### src/rtl/key_debounce.sv
// -----------------------------------------------------------------------------
// key_debounce
//
// Input-conditioning front end for the countdown controller. Five raw,
// active-low, asynchronous push-buttons are synchronised to i_clkin and
// debounced independently. Each key gives a debounced level plus registered
// single-cycle press, release and auto-repeat strobes.
//
// Ports
//   i_clkin        system clock
//   i_rst          synchronous active-high reset
//   i_key_n[4:0]   raw buttons, active-low (0 enter, 1 up, 2 down, 3 left, 4 right)
//   o_key_lvl      debounced level, 1 = pressed
//   o_key_press    one-cycle strobe when a press is accepted
//   o_key_rel      one-cycle strobe when a release is accepted
//   o_key_rpt      one-cycle auto-repeat strobe while a key stays held
// -----------------------------------------------------------------------------

// -----------------------------------------------------------------------------
// key_debounce_chan
//
// Debounce FSM for one synchronised key.
//
// Ports
//   i_clkin   system clock
//   i_rst     synchronous active-high reset
//   i_s       synchronised raw key, active-low (0 = pressed)
//   o_lvl     debounced level, 1 = pressed
//   o_press   press strobe
//   o_rel     release strobe
//   o_rpt     auto-repeat strobe (constant 0 when RPT_EN = 0)
//
// state   | meaning
// --------+---------------------------------------------------------------
// IDLE    | released and stable, waiting for the first low sample
// PDB     | press debounce, counting consecutive low samples
// HELD    | accepted press, hold/repeat timer running
// RDB     | release debounce, counting consecutive high samples
// -----------------------------------------------------------------------------
module key_debounce_chan #(
    parameter int DEBOUNCE_CYC = 1000000,
    parameter int HOLD_CYC     = 50000000,
    parameter int REPEAT_CYC   = 10000000,
    parameter bit RPT_EN       = 1'b0
) (
    input  logic i_clkin,
    input  logic i_rst,
    input  logic i_s,
    output logic o_lvl,
    output logic o_press,
    output logic o_rel,
    output logic o_rpt
);

    localparam int HOLD_MAX = (HOLD_CYC > REPEAT_CYC) ? HOLD_CYC : REPEAT_CYC;
    localparam int CW       = (DEBOUNCE_CYC > 2) ? $clog2(DEBOUNCE_CYC) : 1;
    localparam int HW       = (HOLD_MAX > 2) ? $clog2(HOLD_MAX) : 1;

    localparam logic [CW-1:0] CNT_LAST  = CW'(DEBOUNCE_CYC - 1);
    localparam logic [HW-1:0] HOLD_LAST = HW'(HOLD_CYC - 1);
    localparam logic [HW-1:0] RPT_LAST  = HW'(REPEAT_CYC - 1);

    typedef enum logic [1:0] {
        ST_IDLE = 2'd0,
        ST_PDB  = 2'd1,
        ST_HELD = 2'd2,
        ST_RDB  = 2'd3
    } state_t;

    state_t        r_state;
    logic [CW-1:0] r_cnt;
    logic [HW-1:0] r_hold;
    logic          r_rpt_seen;
    logic          r_lvl;
    logic          r_press;
    logic          r_rel;
    logic          r_rpt;

    state_t        w_state_nxt;
    logic [CW-1:0] w_cnt_nxt;
    logic [HW-1:0] w_hold_nxt;
    logic          w_rpt_seen_nxt;
    logic          w_lvl_nxt;
    logic          w_press_nxt;
    logic          w_rel_nxt;
    logic          w_rpt_nxt;
    logic          w_hold_run;
    logic [HW-1:0] w_hold_cmp;

    // The first repeat waits the long hold time, later ones the short period.
    assign w_hold_cmp = r_rpt_seen ? RPT_LAST : HOLD_LAST;

    always_comb begin
        w_state_nxt    = r_state;
        w_cnt_nxt      = r_cnt;
        w_hold_nxt     = r_hold;
        w_rpt_seen_nxt = r_rpt_seen;
        w_lvl_nxt      = r_lvl;
        w_press_nxt    = 1'b0;
        w_rel_nxt      = 1'b0;
        w_rpt_nxt      = 1'b0;
        w_hold_run     = 1'b0;

        case (r_state)
            ST_IDLE: begin
                if (!i_s) begin
                    w_state_nxt = ST_PDB;
                    w_cnt_nxt   = '0;
                end
            end

            ST_PDB: begin
                if (i_s) begin
                    w_state_nxt = ST_IDLE;
                    w_cnt_nxt   = '0;
                end else if (r_cnt == CNT_LAST) begin
                    w_state_nxt    = ST_HELD;
                    w_cnt_nxt      = '0;
                    w_press_nxt    = 1'b1;
                    w_lvl_nxt      = 1'b1;
                    w_hold_nxt     = '0;
                    w_rpt_seen_nxt = 1'b0;
                end else begin
                    w_cnt_nxt = r_cnt + CW'(1);
                end
            end

            ST_HELD: begin
                w_hold_run = 1'b1;
                if (i_s) begin
                    w_state_nxt = ST_RDB;
                    w_cnt_nxt   = '0;
                end
            end

            ST_RDB: begin
                if (!i_s) begin
                    // Bounce during release: back to HELD without disturbing
                    // the repeat timing.
                    w_state_nxt = ST_HELD;
                    w_cnt_nxt   = '0;
                    w_hold_run  = 1'b1;
                end else if (r_cnt == CNT_LAST) begin
                    w_state_nxt    = ST_IDLE;
                    w_cnt_nxt      = '0;
                    w_rel_nxt      = 1'b1;
                    w_lvl_nxt      = 1'b0;
                    w_hold_nxt     = '0;
                    w_rpt_seen_nxt = 1'b0;
                end else begin
                    w_cnt_nxt  = r_cnt + CW'(1);
                    w_hold_run = 1'b1;
                end
            end

            default: begin
                w_state_nxt = ST_IDLE;
                w_cnt_nxt   = '0;
            end
        endcase

        // The release edge leaves w_hold_run low, so a repeat can never
        // coincide with the release strobe. Non-repeating keys just let the
        // hold counter saturate.
        if (w_hold_run) begin
            if (RPT_EN && (r_hold == w_hold_cmp)) begin
                w_rpt_nxt      = 1'b1;
                w_hold_nxt     = '0;
                w_rpt_seen_nxt = 1'b1;
            end else if (r_hold != {HW{1'b1}}) begin
                w_hold_nxt = r_hold + HW'(1);
            end
        end
    end

    always_ff @(posedge i_clkin) begin
        if (i_rst) begin
            r_state    <= ST_IDLE;
            r_cnt      <= '0;
            r_hold     <= '0;
            r_rpt_seen <= 1'b0;
            r_lvl      <= 1'b0;
            r_press    <= 1'b0;
            r_rel      <= 1'b0;
            r_rpt      <= 1'b0;
        end else begin
            r_state    <= w_state_nxt;
            r_cnt      <= w_cnt_nxt;
            r_hold     <= w_hold_nxt;
            r_rpt_seen <= w_rpt_seen_nxt;
            r_lvl      <= w_lvl_nxt;
            r_press    <= w_press_nxt;
            r_rel      <= w_rel_nxt;
            r_rpt      <= w_rpt_nxt;
        end
    end

    assign o_lvl   = r_lvl;
    assign o_press = r_press;
    assign o_rel   = r_rel;
    assign o_rpt   = r_rpt;

endmodule

// -----------------------------------------------------------------------------
// key_debounce (top): two-flop synchroniser per key feeding five independent
// debounce channels.
// -----------------------------------------------------------------------------
module key_debounce #(
    parameter int         DEBOUNCE_CYC = 1000000,
    parameter int         HOLD_CYC     = 50000000,
    parameter int         REPEAT_CYC   = 10000000,
    parameter logic [4:0] RPT_MASK     = 5'b00110
) (
    input  logic       i_clkin,
    input  logic       i_rst,
    input  logic [4:0] i_key_n,
    output logic [4:0] o_key_lvl,
    output logic [4:0] o_key_press,
    output logic [4:0] o_key_rel,
    output logic [4:0] o_key_rpt
);

    logic [4:0] r_sync1;
    logic [4:0] r_sync2;

    // Synchroniser resets to "released" so a key held through reset is seen
    // as a fresh press once reset lifts.
    always_ff @(posedge i_clkin) begin
        if (i_rst) begin
            r_sync1 <= '1;
            r_sync2 <= '1;
        end else begin
            r_sync1 <= i_key_n;
            r_sync2 <= r_sync1;
        end
    end

    for (genvar g = 0; g < 5; g++) begin : g_key
        key_debounce_chan #(
            .DEBOUNCE_CYC (DEBOUNCE_CYC),
            .HOLD_CYC     (HOLD_CYC),
            .REPEAT_CYC   (REPEAT_CYC),
            .RPT_EN       (RPT_MASK[g])
        ) u_chan (
            .i_clkin (i_clkin),
            .i_rst   (i_rst),
            .i_s     (r_sync2[g]),
            .o_lvl   (o_key_lvl[g]),
            .o_press (o_key_press[g]),
            .o_rel   (o_key_rel[g]),
            .o_rpt   (o_key_rpt[g])
        );
    end

endmodule

### config.mk
export PLATFORM = sky130hd
export DESIGN_NAME = key_debounce
export DESIGN_NICKNAME = d
export VERILOG_FILES = /design/src/rtl/key_debounce.sv
export SDC_FILE = /design/constraint.sdc
export NUM_CORES = 1
export LEC_CHECK = 0
export CORE_UTILIZATION = 48
export DETAILED_ROUTE_END_ITERATION = 7
export PLACE_DENSITY = 0.68
export REMOVE_ABC_BUFFERS = 1
export SYNTH_ARGS = -nofsm -noshare
export SYNTH_HDL_FRONTEND = slang
export SYNTH_SLANG_ARGS = --single-unit
### constraint.sdc
create_clock -name i_clkin -period 2.9 [get_ports i_clkin]
set_input_delay 0.29 -clock i_clkin [delete_from_list [all_inputs] [get_ports i_clkin]]
set_output_delay 0.29 -clock i_clkin [all_outputs]
set_load 0.1 [all_outputs]
==> results of run 1 <==
-- cells in the mapped netlist (18+ instances only) --
cell type,instances
a21oi_1,89
a311oi_1,28
a31oi_1,41
and3_1,36
buf_4,20
clkbuf_1,53
dfxtp_1,191
nand2_1,140
nand3_1,81
nand4_1,38
nor2_1,99
nor3_1,62
nor4_1,18
o21ai_0,81
or3_1,29
-- critical path, stage by stage, from the launching register on --
cell,delay (ns)
dfxtp_1,0.38
nor4b_1,0.43
nand4b_1,0.26
o31ai_2,0.50
buf_4,0.27
nor2_1,0.13
buf_4,0.19
a31oi_1,0.18
a21oi_1,0.08
-- path summary, 6_finish.rpt --
check,to,cells after the start
max,g_key[2].u_chan.r_hold[15],8
min reg2reg,r_sync2[0],1
max reg2reg,g_key[2].u_chan.r_hold[15],8
min,g_key[4].u_chan.r_cnt[1],2
-- flip-flops by register name, summed over array words and instances (netlist names), named ones only --
name,cells
g_key.u_chan.r_cnt,100
g_key.u_chan.r_rpt_seen,2
r_sync2,5
r_sync1,5
g_key.u_chan.o_lvl,5
g_key.u_chan.o_press,5
g_key.u_chan.r_hold,52
g_key.u_chan.r_state,5
g_key.u_chan.o_rpt,2
g_key.u_chan.o_rel,5
-- kinds of logic after synthesis --
family                   Yosys count
adder cells (fa/ha/maj)            7
buffers and inverters             97
other                              1
multiplexers                       2
flip-flops                       191
AO/OA/AOI/OAI                    322
XOR/XNOR                          20
AND/OR/NAND/NOR                  606
-- final cells by class --
class,count,area [um2]
fillers,1866,8950
multi-input cells,960,5540
flip-flops and latches,191,3820
clock buffers,18,429
repair buffers,49,380
well taps,265,332
clock inverters,14,213
inverters,13,48.8
-- power groups by stage --
stage | clock network, uW | logic, uW | registers (uW)
after floorplan | 0 | 80.7 | 2730
after global placement | 0 | 179 | 2710
after detailed placement | 0 | 179 | 2710
after CTS | 2630 | 180 | 2650
final | 2580 | 179 | 2650
after global routing | 2740 | 193 | 2650
-- layout by cell type, fill, tap and decap left out, types with 12 or more instances in the layout --
master / count
a311oi_1: 28
nor4_1: 18
nor3_1: 62
nand2_1: 140
and4_1: 16
a21oi_1: 89
nand4_1: 38
and3_1: 36
nor2_1: 99
buf_4: 44
a211oi_1: 12
or2_2: 15
clkbuf_16: 17
inv_1: 12
o211a_1: 12
o21ai_0: 81
dfxtp_1: 191
a31oi_1: 41
and2_1: 13
or3_1: 29
nand3_1: 81
-- per-stage QoR --
stage / instance area [um2] / std cells / utilization [%] / worst slack, ns / total power (uW)
CTS: 10800 / 1510 / 54.6 / 0.384 / 5460
finish: 10800 / 1510 / 54.6 / 0.369 / 5400
global route: 10800 / 1510 / 54.6 / 0.130 / 5580
global placement: 10100 / 1478 / 51.3 / 0.431 / 2890
floorplan: 9400 / 1164 / - / -0.159 / 2810
detailed placement: 10100 / 1478 / 51.3 / 0.413 / 2890
-- metal layers --
layer | global-route usage (%) | share of wire [%] | up-vias | wire length [um]
met4 | 6.91 | 1.3 | 2 | 301
met5 | 0 | 0.074 | - | 17
met2 | 35.9 | 47 | 164 | 10700
li1 | - | - | 4617 | -
met1 | 28.7 | 49 | 4332 | 11100
met3 | 3.68 | 3.5 | 28 | 793
==> impl_metrics.json, run 1 <==
{
  "outcome": "completed",
  "startpoint": "g_key[2].u_chan.r_cnt[6]",
  "diodes": 0,
  "rsz0062_at_grt": "no",
  "core-area_um2": 19700,
  "io_buffers": 23,
  "synth_top_area_cell": "dfxtp_1",
  "die-area_um2": 21000,
  "worstReg2RegStart": "g_key[2].u_chan.r_cnt[6]",
  "critPathLaunchType": "register",
  "grt_max_degree": 74,
  "peakVddDrop_uv": 325,
  "via_per_inst": 6.05,
  "synth_edf_count": 0,
  "clk_pin_slew_ns": 0.07,
  "cts_hold_buf": 0,
  "yosysUniqueCellTypes": 65,
  "worstPathRequired_ns": 3.22,
  "yosys.area_share.simple_pct": 32.4,
  "cts.sinks": 191,
  "grt_first_pass_wirelength_mm": 38.9,
  "synthTopCellsByArea": "dfxtp_1, nand2_1, a21oi_1",
  "slew_headroom_pct": 16.1,
  "avgSynthCellArea_um2": 7.87,
  "drt_iter0_markers": 661,
  "pwr-share-comb_pct": 3.3,
  "synth-seq-cells": 191,
  "first_pass_iters": 5,
  "synthAdderAreaFrac_pct": 0.893,
  "setup_viol": 0,
  "fin_crit_sh_pct": 87.3,
  "whs_ns": 0.252,
  "ctsRootBufferMaster": "clkbuf_16",
  "insertion_delay_ns": 0.43,
  "leakage_uw": 0.00353,
  "antenna_found_initial": 1,
  "synth_flop_cell": "dfxtp_1",
  "cp.arrival_ns": 2.85,
  "synth_top_family_by_area": "simple AND/OR/NAND/NOR gates",
  "synth_mux_area_share_pct": 0.204,
  "clock_skew_ns": 0.00696,
  "ff2ff_setup_slack_ns": 0.37,
  "synth_top_area_share_pct": 39.0,
  "clkPwrFrac_pct": 47.7,
  "post_cts_resized": 0,
  "drive_above_1_share_pct": 7.95,
  "numCtsBuffers": 17,
  "worstPathMaxFanout": 10,
  "start_util_pct": 49.7,
  "seq_area_frac_synth_pct": 39.0,
  "switchingPower_uw": 1190,
  "ys_warn_count": 0,
  "synth_xor_area_share_pct": 1.79,
  "gp_congestion": 0.906,
  "worst_slew_pin_slew_ns": 1.25,
  "gr-total-overflow": 0,
  "layout.nets": 1246,
  "route.detailed.drc": 0,
  "h-tree-depth": 4,
  "syn2layout_area_growth_pct": 9.79,
  "wl_per_cell_um": 15.1,
  "synth-compound-area-share_pct": 21.0,
  "routed_wl_mm": 22.9,
  "final-hold-violation-count": 0,
  "maxSlewViolCount": 0,
  "cts_tree": "done",
  "synthArstFlopShare_pct": 0,
  "cap_violations": 0,
  "crit_path_end_kind": "register",
  "power_density_nw_per_um2": 502,
  "grt_usage_pct": 21.7,
  "hp-class": "primary input to register",
  "syn_inst": 1246,
  "core.rowCount": 51,
  "seq_power_share_pct": 49.0,
  "num_vias": 9143,
  "max_freq_mhz": 395,
  "clk_path_buf_depth": 2,
  "tns_ns": 0,
  "synth_area_um2": 9810,
  "crit_type": "register to register",
  "switching_share_pct": 22.1,
  "p_int_uw": 4210,
  "die_w_um": 145,
  "die_y_um": 145,
  "post_cts_buffers": 0,
  "grt_pass1_vias": 8329,
  "ant_nets": 0,
  "hold_start": "i_rst",
  "io_pins": 27,
  "min_period_ns": 2.53,
  "dp_hpwl_mm": 15.0
}
No activity file was read; power rests on OpenSTA's default activity.
==> run 2: changes to the inputs <==
==> constraint.sdc (replaced) <==
create_clock -name i_clkin -period 2.8 [get_ports i_clkin]
set_input_delay 0.28 -clock i_clkin [delete_from_list [all_inputs] [get_ports i_clkin]]
set_output_delay 0.28 -clock i_clkin [all_outputs]
set_load 0.1 [all_outputs]
==> run 2 against run 1 <==
  * Clock-buffer cell count grew 3
  * Clock power grew 7%
  * Combinational power grew 5%
  * Sequential power grew 3%
  * Sequential cell count is the same
  * Sequential share of layout area shrank 0.35 points
  * Critical path depth shrank 2
  * Critical endpoint is now g_key[1].u_chan.r_hold[2]
  * Largest cell class unchanged
==> impl_metrics.json, run 2 (synthesis results as in run 1) <==
{
  "slew_headroom_pct": 47.1,
  "routed_wl_mm": 22.8,
  "switchingPower_uw": 1190,
  "max_stage_delay_ns": 0.67,
  "hold_depth": 2,
  "die_w_um": 145,
  "power_density_nw_per_um2": 523,
  "gr-total-overflow": 0,
  "startpoint": "g_key[1].u_chan.r_hold[17]",
  "fin_ws_ns": 0.250,
  "fin_area_um2": 10900,
  "clk_pin_slew_ns": 0.07,
  "peakVddDrop_uv": 361,
  "drive_above_1_share_pct": 8.46,
  "fin_crit_sh_pct": 91.1,
  "maxSlewViolCount": 0,
  "crit_type": "register to register",
  "min_period_ns": 2.55,
  "grt_usage_pct": 21.4,
  "numCtsBuffers": 17,
  "syn2layout_area_growth_pct": 10.9,
  "clk_path_buf_depth": 2,
  "rsz0062_at_grt": "no",
  "worstReg2RegStart": "g_key[1].u_chan.r_hold[17]",
  "antenna_found_initial": 0,
  "core.rowCount": 51,
  "start_util_pct": 49.7,
  "insertion_delay_ns": 0.43,
  "pwr-share-comb_pct": 3.3,
  "io_pins": 27,
  "tns_ns": 0,
  "diodes": 0,
  "seq_power_share_pct": 48.3,
  "core-area_um2": 19700,
  "critPathLaunchType": "register",
  "cts.sinks": 191,
  "total_power_uw": 5680,
  "max_freq_mhz": 392,
  "final-hold-violation-count": 0,
  "worstPathCellList": "nand4_1 > or4_1 > o41ai_4 > and2_4 > o21ai_0 > a21oi_1",
  "route.detailed.drc": 0,
  "cp.arrival_ns": 2.91,
  "placed_area_um2": 10200,
  "via_per_inst": 6.01,
  "leakage_uw": 0.00359,
  "num_vias": 9120,
  "top_register": "g_key.u_chan.r_cnt",
  "reg2reg_depth": 6,
  "ctsRootBufferMaster": "clkbuf_16",
  "grt_max_degree": 84,
  "dp_hpwl_mm": 15.1,
  "crit_path_end_kind": "register",
  "clkPwrFrac_pct": 48.4,
  "h-tree-depth": 4,
  "worstPathRequired_ns": 3.16,
  "post_cts_buffers": 0,
  "switching_share_pct": 20.9,
  "p_int_uw": 4500,
  "worst_slew_pin_slew_ns": 0.792,
  "grt_first_pass_wirelength_mm": 38.1,
  "layout_common_cells": "dfxtp_1, nand2_1, nor2_1",
  "layout.nets": 1255,
  "clock_skew_ns": 0.00990,
  "drt_iter0_markers": 601,
  "worstPathMaxFanout": 21,
  "ant_nets": 0,
  "layout_commonest_cell": "dfxtp_1",
  "hold_start": "i_rst",
  "place_ws_ns": 0.319,
  "cts_tree": "done",
  "grt_pass1_vias": 8094,
  "io_buffers": 23,
  "gp_congestion": 0.938,
  "largest_reg_flops": 100,
  "cpMaxStageDelayCell": "or4_1",
  "post_cts_resized": 0,
  "die-area_um2": 21000,
  "setup_viol": 0,
  "reg_top3": "g_key.u_chan.r_cnt x100, g_key.u_chan.r_hold x52",
  "die_y_um": 145,
  "cap_violations": 0,
  "wl_per_cell_um": 15.0,
  "cts_hold_buf": 0,
  "hp-class": "primary input to register",
  "first_pass_iters": 5,
  "outcome": "completed"
}
==> run 2: worst paths after layout <==
kind	slack, ns	to
worst min-delay path	0.22	g_key[4].u_chan.r_cnt[1]
worst max register to register	0.25	g_key[1].u_chan.r_hold[2]
worst min register to register	0.41	r_sync2[2]
worst max-delay path	0.25	g_key[1].u_chan.r_hold[2]
==> run 2: metrics by stage <==
stage | util [%] | hold WS [ns] | std cells
global route | 55.1 | 0.219 | 1518
floorplan | - | 0.349 | 1164
detailed placement | 51.7 | 0.403 | 1487
CTS | 55.1 | 0.212 | 1518
global placement | 51.7 | 0.396 | 1487
finish | 55.1 | 0.218 | 1518
==> run 2: area by class of cell <==
type	count	area (um2)
Multi-Input combinational cell	960	5540
Fill cell	1810	8850
Timing Repair Buffer	58	460
Clock buffer	21	460
Sequential cell	191	3820
Inverter	13	48.8
Clock inverter	10	208
Tap cell	265	332
==> run 2: metal layers <==
layer	global-route usage, %	up-vias	wire (um)	share of wire [%]
met5	0	-	0	0
met4	5.74	0	209	0.92
met3	3.99	20	940	4.1
met2	35.3	204	10600	46
met1	28.4	4240	11000	48
li1	-	4656	-	-
==> run 2: worst max-delay path: cells and delay by family, from the launching register on <==
family / cells / cell delay (ns)
compound gates: 3 / 0.81
flops: 1 / 0.43
simple gates: 3 / 1.22
==> run 2: power by group through the flow <==
stage | registers (uW) | logic, uW | clock network, uW
after floorplan | 2830 | 83.6 | 0
final | 2740 | 188 | 2750
after global routing | 2740 | 203 | 2910
after CTS | 2740 | 190 | 2800
after detailed placement | 2800 | 189 | 0
after global placement | 2800 | 189 | 0
==> run 3: changes to the inputs <==
--- a/config.mk
+++ b/config.mk
@@ -6,6 +6,7 @@
 export NUM_CORES = 1
 export LEC_CHECK = 0
 export CORE_UTILIZATION = 48
+export CTS_CLUSTER_SIZE = 28
 export DETAILED_ROUTE_END_ITERATION = 7
 export PLACE_DENSITY = 0.68
 export REMOVE_ABC_BUFFERS = 1
==> results of run 3 <==
Same layout as run 2: the final DEF is identical, and so are final timing and power.
